==> src/rtl/spi_txn_arbiter.sv <==
// Round-robin arbiter sharing one spi_con master between NUM_REQ requesters.
// Issues one-cycle triggers, routes responses back, enforces a CS idle gap and a WAIT watchdog.
module spi_txn_arbiter #(
   parameter int unsigned NUM_REQ        = 4,
   parameter int unsigned DATA_WIDTH     = 8,
   parameter int unsigned GAP_CYCLES     = 4,
   parameter int unsigned TIMEOUT_CYCLES = 4096
) (
   input  logic                          clk_in,
   input  logic                          rst_in,
   input  logic [NUM_REQ-1:0]            req_in,
   input  logic [NUM_REQ*DATA_WIDTH-1:0] req_data_in,
   input  logic [NUM_REQ-1:0]            req_lock_in,
   output logic [NUM_REQ-1:0]            grant_out,
   output logic [DATA_WIDTH-1:0]         rsp_data_out,
   output logic [NUM_REQ-1:0]            rsp_valid_out,
   output logic                          rsp_timeout_out,
   output logic                          busy_out,
   output logic [DATA_WIDTH-1:0]         spi_data_out,
   output logic                          spi_trigger_out,
   input  logic [DATA_WIDTH-1:0]         spi_data_in,
   input  logic                          spi_valid_in
);

   localparam int unsigned PW = (NUM_REQ > 1) ? $clog2(NUM_REQ) : 1;
   localparam int unsigned TW = $clog2(TIMEOUT_CYCLES + 1);
   localparam int unsigned GW = $clog2(GAP_CYCLES + 1);

   typedef enum logic [1:0] {StIdle, StWait, StGap} state_e;

   state_e                 state_q, state_d;
   logic [PW-1:0]          ptr_q, ptr_d;
   logic [PW-1:0]          owner_q, owner_d;
   logic [NUM_REQ-1:0]     grant_q, grant_d;
   logic [DATA_WIDTH-1:0]  spi_data_q, spi_data_d;
   logic                   trig_q, trig_d;
   logic [DATA_WIDTH-1:0]  rsp_data_q, rsp_data_d;
   logic [NUM_REQ-1:0]     rsp_valid_q, rsp_valid_d;
   logic                   rsp_to_q, rsp_to_d;
   logic [TW-1:0]          timer_q, timer_d;
   logic [GW-1:0]          gap_q, gap_d;
   logic                   pick_found;
   logic [PW-1:0]          pick_idx;

   function automatic logic [PW-1:0] wrap_add(logic [PW-1:0] base, int unsigned off);
      int unsigned sum;
      sum = 32'(base) + off;
      if (sum >= NUM_REQ) sum = sum - NUM_REQ;
      return PW'(sum);
   endfunction

   function automatic logic [NUM_REQ-1:0] onehot(logic [PW-1:0] idx);
      logic [NUM_REQ-1:0] v;
      v      = '0;
      v[idx] = 1'b1;
      return v;
   endfunction

   function automatic logic [DATA_WIDTH-1:0] slice_of(logic [NUM_REQ*DATA_WIDTH-1:0] v,
                                                      logic [PW-1:0] idx);
      return v[32'(idx)*DATA_WIDTH +: DATA_WIDTH];
   endfunction

   // First asserted request scanning upward from the round-robin pointer.
   always_comb begin
      pick_found = 1'b0;
      pick_idx   = '0;
      for (int unsigned off = 0; off < NUM_REQ; off++) begin
         if (!pick_found && req_in[wrap_add(ptr_q, off)]) begin
            pick_found = 1'b1;
            pick_idx   = wrap_add(ptr_q, off);
         end
      end
   end

   always_comb begin
      state_d     = state_q;
      ptr_d       = ptr_q;
      owner_d     = owner_q;
      grant_d     = grant_q;
      spi_data_d  = spi_data_q;
      trig_d      = 1'b0;
      rsp_data_d  = rsp_data_q;
      rsp_valid_d = '0;
      rsp_to_d    = 1'b0;
      timer_d     = timer_q;
      gap_d       = gap_q;
      unique case (state_q)
         StIdle: begin
            if (pick_found) begin
               owner_d    = pick_idx;
               grant_d    = onehot(pick_idx);
               spi_data_d = slice_of(req_data_in, pick_idx);
               trig_d     = 1'b1;
               timer_d    = '0;
               state_d    = StWait;
            end
         end
         StWait: begin
            // A real response beats a coincident timeout.
            if (spi_valid_in) begin
               rsp_data_d  = spi_data_in;
               rsp_valid_d = grant_q;
               gap_d       = '0;
               state_d     = StGap;
            end else if (timer_q == TW'(TIMEOUT_CYCLES - 1)) begin
               rsp_data_d  = '0;
               rsp_valid_d = grant_q;
               rsp_to_d    = 1'b1;
               gap_d       = '0;
               state_d     = StGap;
            end else begin
               timer_d = timer_q + TW'(1);
            end
         end
         StGap: begin
            if (gap_q == GW'(GAP_CYCLES - 1)) begin
               if (req_lock_in[owner_q] && req_in[owner_q]) begin
                  spi_data_d = slice_of(req_data_in, owner_q);
                  trig_d     = 1'b1;
                  timer_d    = '0;
                  state_d    = StWait;
               end else begin
                  grant_d = '0;
                  ptr_d   = (owner_q == PW'(NUM_REQ - 1)) ? '0 : owner_q + PW'(1);
                  state_d = StIdle;
               end
            end else begin
               gap_d = gap_q + GW'(1);
            end
         end
         default: state_d = StIdle;
      endcase
   end

   always_ff @(posedge clk_in or posedge rst_in) begin
      if (rst_in) begin
         state_q     <= StIdle;
         ptr_q       <= '0;
         owner_q     <= '0;
         grant_q     <= '0;
         spi_data_q  <= '0;
         trig_q      <= 1'b0;
         rsp_data_q  <= '0;
         rsp_valid_q <= '0;
         rsp_to_q    <= 1'b0;
         timer_q     <= '0;
         gap_q       <= '0;
      end else begin
         state_q     <= state_d;
         ptr_q       <= ptr_d;
         owner_q     <= owner_d;
         grant_q     <= grant_d;
         spi_data_q  <= spi_data_d;
         trig_q      <= trig_d;
         rsp_data_q  <= rsp_data_d;
         rsp_valid_q <= rsp_valid_d;
         rsp_to_q    <= rsp_to_d;
         timer_q     <= timer_d;
         gap_q       <= gap_d;
      end
   end

   assign grant_out       = grant_q;
   assign rsp_data_out    = rsp_data_q;
   assign rsp_valid_out   = rsp_valid_q;
   assign rsp_timeout_out = rsp_to_q;
   assign busy_out        = (state_q != StIdle);
   assign spi_data_out    = spi_data_q;
   assign spi_trigger_out = trig_q;

endmodule

==> config.mk <==
export PLATFORM = sky130hd
export DESIGN_NAME = spi_txn_arbiter
export DESIGN_NICKNAME = d
export VERILOG_FILES = /design/src/rtl/spi_txn_arbiter.sv
export SDC_FILE = /design/constraint.sdc
export NUM_CORES = 1
export LEC_CHECK = 0
export BUFFER_PORTS_ARGS = -buffer_cell sky130_fd_sc_hd__buf_2
export CAP_MARGIN = 40
export CORE_MARGIN = 10
export CORE_UTILIZATION = 45
export CTS_CLUSTER_SIZE = 14
export DETAILED_ROUTE_END_ITERATION = 8
export GPL_ROUTABILITY_DRIVEN = 0
export HOLD_SLACK_MARGIN = 0.05
export PLACE_DENSITY = 0.67
export SETUP_SLACK_MARGIN = 0.05
export SYNTH_ARGS = -nofsm -noshare
export SYNTH_HDL_FRONTEND = slang
export SYNTH_SLANG_ARGS = --single-unit
==> constraint.sdc <==
create_clock -name clk_in -period 2.1 [get_ports clk_in]
set_input_delay 0 -clock clk_in [delete_from_list [all_inputs] [get_ports clk_in]]
set_output_delay 0 -clock clk_in [all_outputs]
set_load 0.02 [all_outputs]
---- Word level (Yosys, flattened, before mapping) ----
Index checks and enable logic that the tools add are counted.
storage, ports and cells
  word-level logic and storage cells ...... 133
  flip-flop bits (word level) ............. 48
cells by class
  shifts and indexed selects .............. 2
  bitwise gates (word level) .............. 1
  $lt $le $gt $ge ......................... 11
  add/subtract/negate cells ............... 10
  reduce and logical (&&, ||, !) cells .... 22
  equality and inequality tests ........... 13
  mux-type cells .......................... 63
operator list
  operator                 count
  $mux W13                 5
  $shiftx A32 B6 Y8        2
  $mux W8                  5
  $pmux W13 S3             1
  $mux W2                  13
  $mux W4                  6
  $lt A2 B3 Y1 const B     6
  $mux W1                  18
  $pmux W8 S2              1
  $ne A2 B2 Y1 const B     7
  $add A13 B1 Y13 const B  1
  $eq A13 B12 Y1 const B   1
  $bmux W1 S2              6
  $ge A3 B3 Y1 const B     3
  $mux W3                  3
  $reduce_and A3 Y1        3
  $pmux W4 S2              1
  $reduce_and A4 Y1        2
  $reduce_bool A2 Y1       4
  $sub A2 B1 Y2 const B    4
  $add A2 B2 Y3 const B    2
  $pmux W2 S3              1
  $pmux W3 S2              1
  $reduce_and A6 Y1        1
  other kinds (17)         25

---- Depth between registers and ports, before layout ----
  depth after elaboration ................. 20
  gate-level depth with buffers ........... 9
  mapped depth without buffers ............ 6

---- Worst setup path before layout ----
No wires, ideal clock.
  path type ............................... reg-to-reg
  start point ............................. reg state_q[1]
  end point ............................... reg spi_data_q[0] (netlist: spi_data_out[0])
  path buffers ............................ 3
  cell stages (with the launch flop) ...... 9
  arrival time ............................ 1.719 ns
  required time ........................... 1.962 ns
  slack ................................... 0.243 ns
  cells stage by stage .................... dfrtp_1 -> buf_4 -> nor2b_1 -> buf_6 -> and2_4 -> a41oi_4 -> buf_6 -> mux2i_1 -> o221ai_1
between the ends
  longest elaborated chain between the ends .. 3
  elaborated cells on any way between the ends .. 8
RTL lines
  item                                                                        RTL line  source
  start, declared                                                             31        state_e state_q, state_d;
  start signal, assigned                                                      138       state_q <= StIdle;
  start signal, assigned                                                      150       state_q <= state_d;
  $eq A2 B2 Y1 / $logic_not A2 Y1 (equally long branches)                     88        unique case (state_q)
  $ne A2 B2 Y1 (no source line) / $reduce_bool A2 Y1 (equally long branches)  n/a
  $reduce_and A4 Y1 (no source line)                                          n/a
  end signal, assigned                                                        154       spi_data_q <= spi_data_d;
  end, declared                                                               35        logic [DATA_WIDTH-1:0] spi_data_q, spi_data_d;
Parallel ways exist; a longest one is shown, timed or not.
A chain may end at the register's enable or synchronous reset.

---- Worst setup path after layout ----
  start point ............................. reg timer_q[0]
  end point ............................... reg timer_q[3]
between the ends
  longest elaborated chain between the ends .. 4
  elaborated cells on any way between the ends .. 7
RTL lines
  item                    RTL line  source
  start, declared         40        logic [TW-1:0] timer_q, timer_d;
  start signal, assigned  159       timer_q <= timer_d;
  $add A13 B1 Y13         113       timer_d = timer_q + TW'(1);
  $mux W13                106       end else if (timer_q == TW'(TIMEOUT_CYCLES - 1)) begin
  $mux W13                101       if (spi_valid_in) begin
  $pmux W13 S3            88
Parallel ways exist; a longest one is shown, timed or not. The select of a mux whose other input is x is not followed.

==> results.toml <==
[final_layout]
final_cell_mix = "buf_2 (77), dfrtp_1 (48), dlygate4sd3_1 (40)"
fin_cells = 443
antenna_cells = 0
drive_gt1_frac = 0.3261
syn_to_final_growth_pct = 40.44
mostFrequentLayoutCell = "buf_2"
fin_nets = 425

[setup_path]
cp-start-kind = "register"
worst-path-max-fanout = 14
reg2reg_setup_slack_ps = 170
crit_type = "register to register"
cp_slowest_cell = "or4_1"
r2r-start = "timer_q[0]$_DFFE_PP0P_"
crit_path_cell_trace = "ha_1 > nand3_1 > nor2_1 > a21o_1 > buf_4 > or4_1 > a21oi_1"
reg2reg_to = "timer_q[3]$_DFFE_PP0P_"
cp-end-kind = "register"
critical_path_required_ps = 2340
cpPeakStageDelay_ps = 500
worst-r2r-cell-count = 7
arrival_ps = 2170

[die]
rows = 27
dieArea_um2 = 9215
dieHeight_um = 96.00
initial_core_util = 0.4691
num_io_pins = 78
die_width_um = 96.00
core_um2 = 5540

[min_path]
min_from = "req_data_in[3]"
whs_path_depth = 3
hold_class = "primary input to register"
hold-path-endpoint = "spi_data_out[3]$_DFFE_PP0P_"

[timing]
slew_viol_final = 0
fin_crit_sh = 0.9192
finalHoldViolCount = 0
rsz0062_at_grt = "false"
maxSlewHeadroom = 0.7358
setup_ws_ps = 169.7
setup_viol = 0
tns_ps = 0
fin_worst_skew_ps = 7.097
max_freq_mhz = 518.1
tightest_slew_ps = 395.8
period_minus_slack_ps = 1930

[yosys]
synth_xor_area_frac = 0
synth_top_family_by_area = "simple AND/OR/NAND/NOR gates"
synth_nets = 294
netlist_instances = 239
ys_seq_elements = 48
synth_mux_area_frac = 0.1136
yosys.cell_types.count = 46
syn_avg_cell_area_um2 = 10.87
synth_edf_count = 0
postSynth.asyncResetShare = 1.000
yosys.area_share.simple = 0.1902
synth_fa_ha_area_frac = 0.01926
ys_seq_area_frac = 0.4622
synth_warnings = 0
synth_compound_area_frac = 0.1685
synth_ff_type = "dfrtp_1"
synth_area_um2 = 2599

[route]
routed_via_density = 5.345
final_antenna_net_count = 0
routed_wl_mm = 7.174
firstDrtPassIters = 4
num_vias = 2368
drt_iter0_markers = 106
drc = 0
wl_per_cell_um = 16.19

[power]
swShare = 0.4065
powerDensity_nw_per_um2 = 1162
internal_power_uw = 2517
p_comb_frac = 0.494
irDropWorstVdd_mv = 0.6908
p_leak_uw = 0.001794
p_switching_uw = 1724
power_frac_clock = 0.169
p_seq_frac = 0.337

[clocking]
path_clk_slew_ps = 90
cts-root-buf = "clkbuf_8"
cts_tree = "built"
cts.sinks = 48
post_cts_buffers = 0
htreeDepth = 2
cts-buffers-inserted = 5
clk_latency_ps = 310
clockBufferDepth = 2

[grt]
grt_overflow_total = 0
gr-usage-all-layers = 0.1620
antenna_found_initial = 0
grt_pass1_vias = 2450
grt_max_degree = 21
grt_pass1_wl_mm = 11.92

[placement]
dp_hpwl_mm = 4.944
post-place-cells = 395
io_buffer_count = 77
pre_cts_ws_ps = 200.9

[flow_run]
cap_violations = 0

[status]
status = "finished clean"
==> layout make-up <==
type                    count  area (um^2)
flip-flops and latches     48         1201
well taps                  72        90.09
repair buffers            135        933.4
inverters                   7        26.28
multi-input cells         173         1277
clock inverters             2        38.79
fillers                   447         1891
clock buffers               6        82.58
==> cells by family (layout without fill, tap and decap cells) <==
kind of cell | count (synthesis) | in the layout
AO/OA/AOI/OAI | 56 | 56
adder cells (fa/ha/maj) | 4 | 4
buffers and inverters | 18 | 150
flip-flops | 48 | 48
multiplexers | 26 | 26
AND/OR/NAND/NOR | 87 | 87
==> worst max-delay path: cells and delay by family (launching register included) <==
family / cells / cell delay (ps)
simple gates: 3 / 670
flops: 1 / 450
compound gates: 2 / 340
fa+ha+maj: 1 / 230
buf+inv: 1 / 180
==> stage by stage <==
step | util | area [um^2] | hold WS, ps | total power [uW]
CTS | 0.6588 | 3650 | 57.42 | 4252
global route | 0.6588 | 3650 | 67.52 | 4521
floorplan | - | 2599 | 71.59 | 2873
detailed placement | 0.5646 | 3128 | 10.58 | 3479
finish | 0.6588 | 3650 | 53.54 | 4242
global placement | 0.5646 | 3128 | 7.763 | 3438
==> what timing repair did <==
item                                   4_1_cts  5_1_grt
gates resized for setup                      0        0
endpoints found under the hold margin       35        0
hold buffers                                40        0
==> registers in the layout, summed over array words and instances (netlist names) <==
register and flops:
rsp_timeout_out 1, rsp_data_out 8, spi_data_out 8, timer_q 13
state_q 2, rsp_valid_out 4, gap_q 3, ptr_q 2
grant_out 4, spi_trigger_out 1, owner_q 2
==> per-layer routing <==
| layer | global-route usage | vias to the layer above | share of wire | wire, um |
|---|---|---|---|---|
| met4 | 0.06388 | 0 | 0.022 | 155 |
| met2 | 0.2483 | 79 | 0.46 | 3278 |
| met3 | 0.06770 | 14 | 0.091 | 653 |
| li1 | - | 1154 | - | - |
| met5 | 0 | - | 0 | 0 |
| met1 | 0.1979 | 1121 | 0.43 | 3086 |
==> power groups by stage <==
stage | sequential (uW) | clock [uW] | combinational (uW)
CTS | 1420 | 725 | 2100
floorplan | 1640 | 0 | 1230
global route | 1470 | 767 | 2290
global placement | 1430 | 0 | 2010
finish | 1430 | 717 | 2100
detailed placement | 1430 | 0 | 2050
==> Yosys cell counts (3+ instances only) <==
master,number,area [um^2]
nor3_1,3,15.01
and2_1,8,50.05
mux2i_1,19,190.2
mux2_2,5,56.30
clkbuf_1,3,11.26
ha_1,4,50.05
nand2_1,24,90.09
nor2_1,5,18.77
dfrtp_1,48,1201
inv_1,6,22.52
nand3_1,8,40.04
a21o_1,4,30.03
nand2b_1,5,31.28
nand4_1,3,18.77
or2_2,3,18.77
o21ai_0,7,35.03
o221ai_1,9,78.83
o31ai_1,10,75.07
a22o_1,8,70.07
or4_1,8,60.06
a21oi_1,9,45.04
nor2b_1,6,37.54
buf_6,6,67.56
==> worst max-delay path by stage <==
stage                                       from                          end  slack (ps)  depth (start not counted)
after global routing      timer_q[0]$_DFFE_PP0P_       timer_q[8]$_DFFE_PP0P_          70                          6
after detailed placement  timer_q[0]$_DFFE_PP0P_       timer_q[8]$_DFFE_PP0P_         200                          6
after floorplan           state_q[1]$_DFFE_PP0P_  spi_data_out[0]$_DFFE_PP0P_         240                          8
after CTS                 timer_q[0]$_DFFE_PP0P_       timer_q[2]$_DFFE_PP0P_         170                          7
after global placement    timer_q[0]$_DFFE_PP0P_       timer_q[7]$_DFFE_PP0P_         260                          7
final                     timer_q[0]$_DFFE_PP0P_       timer_q[3]$_DFFE_PP0P_         170                          7
(Power assumes the default switching activity.)
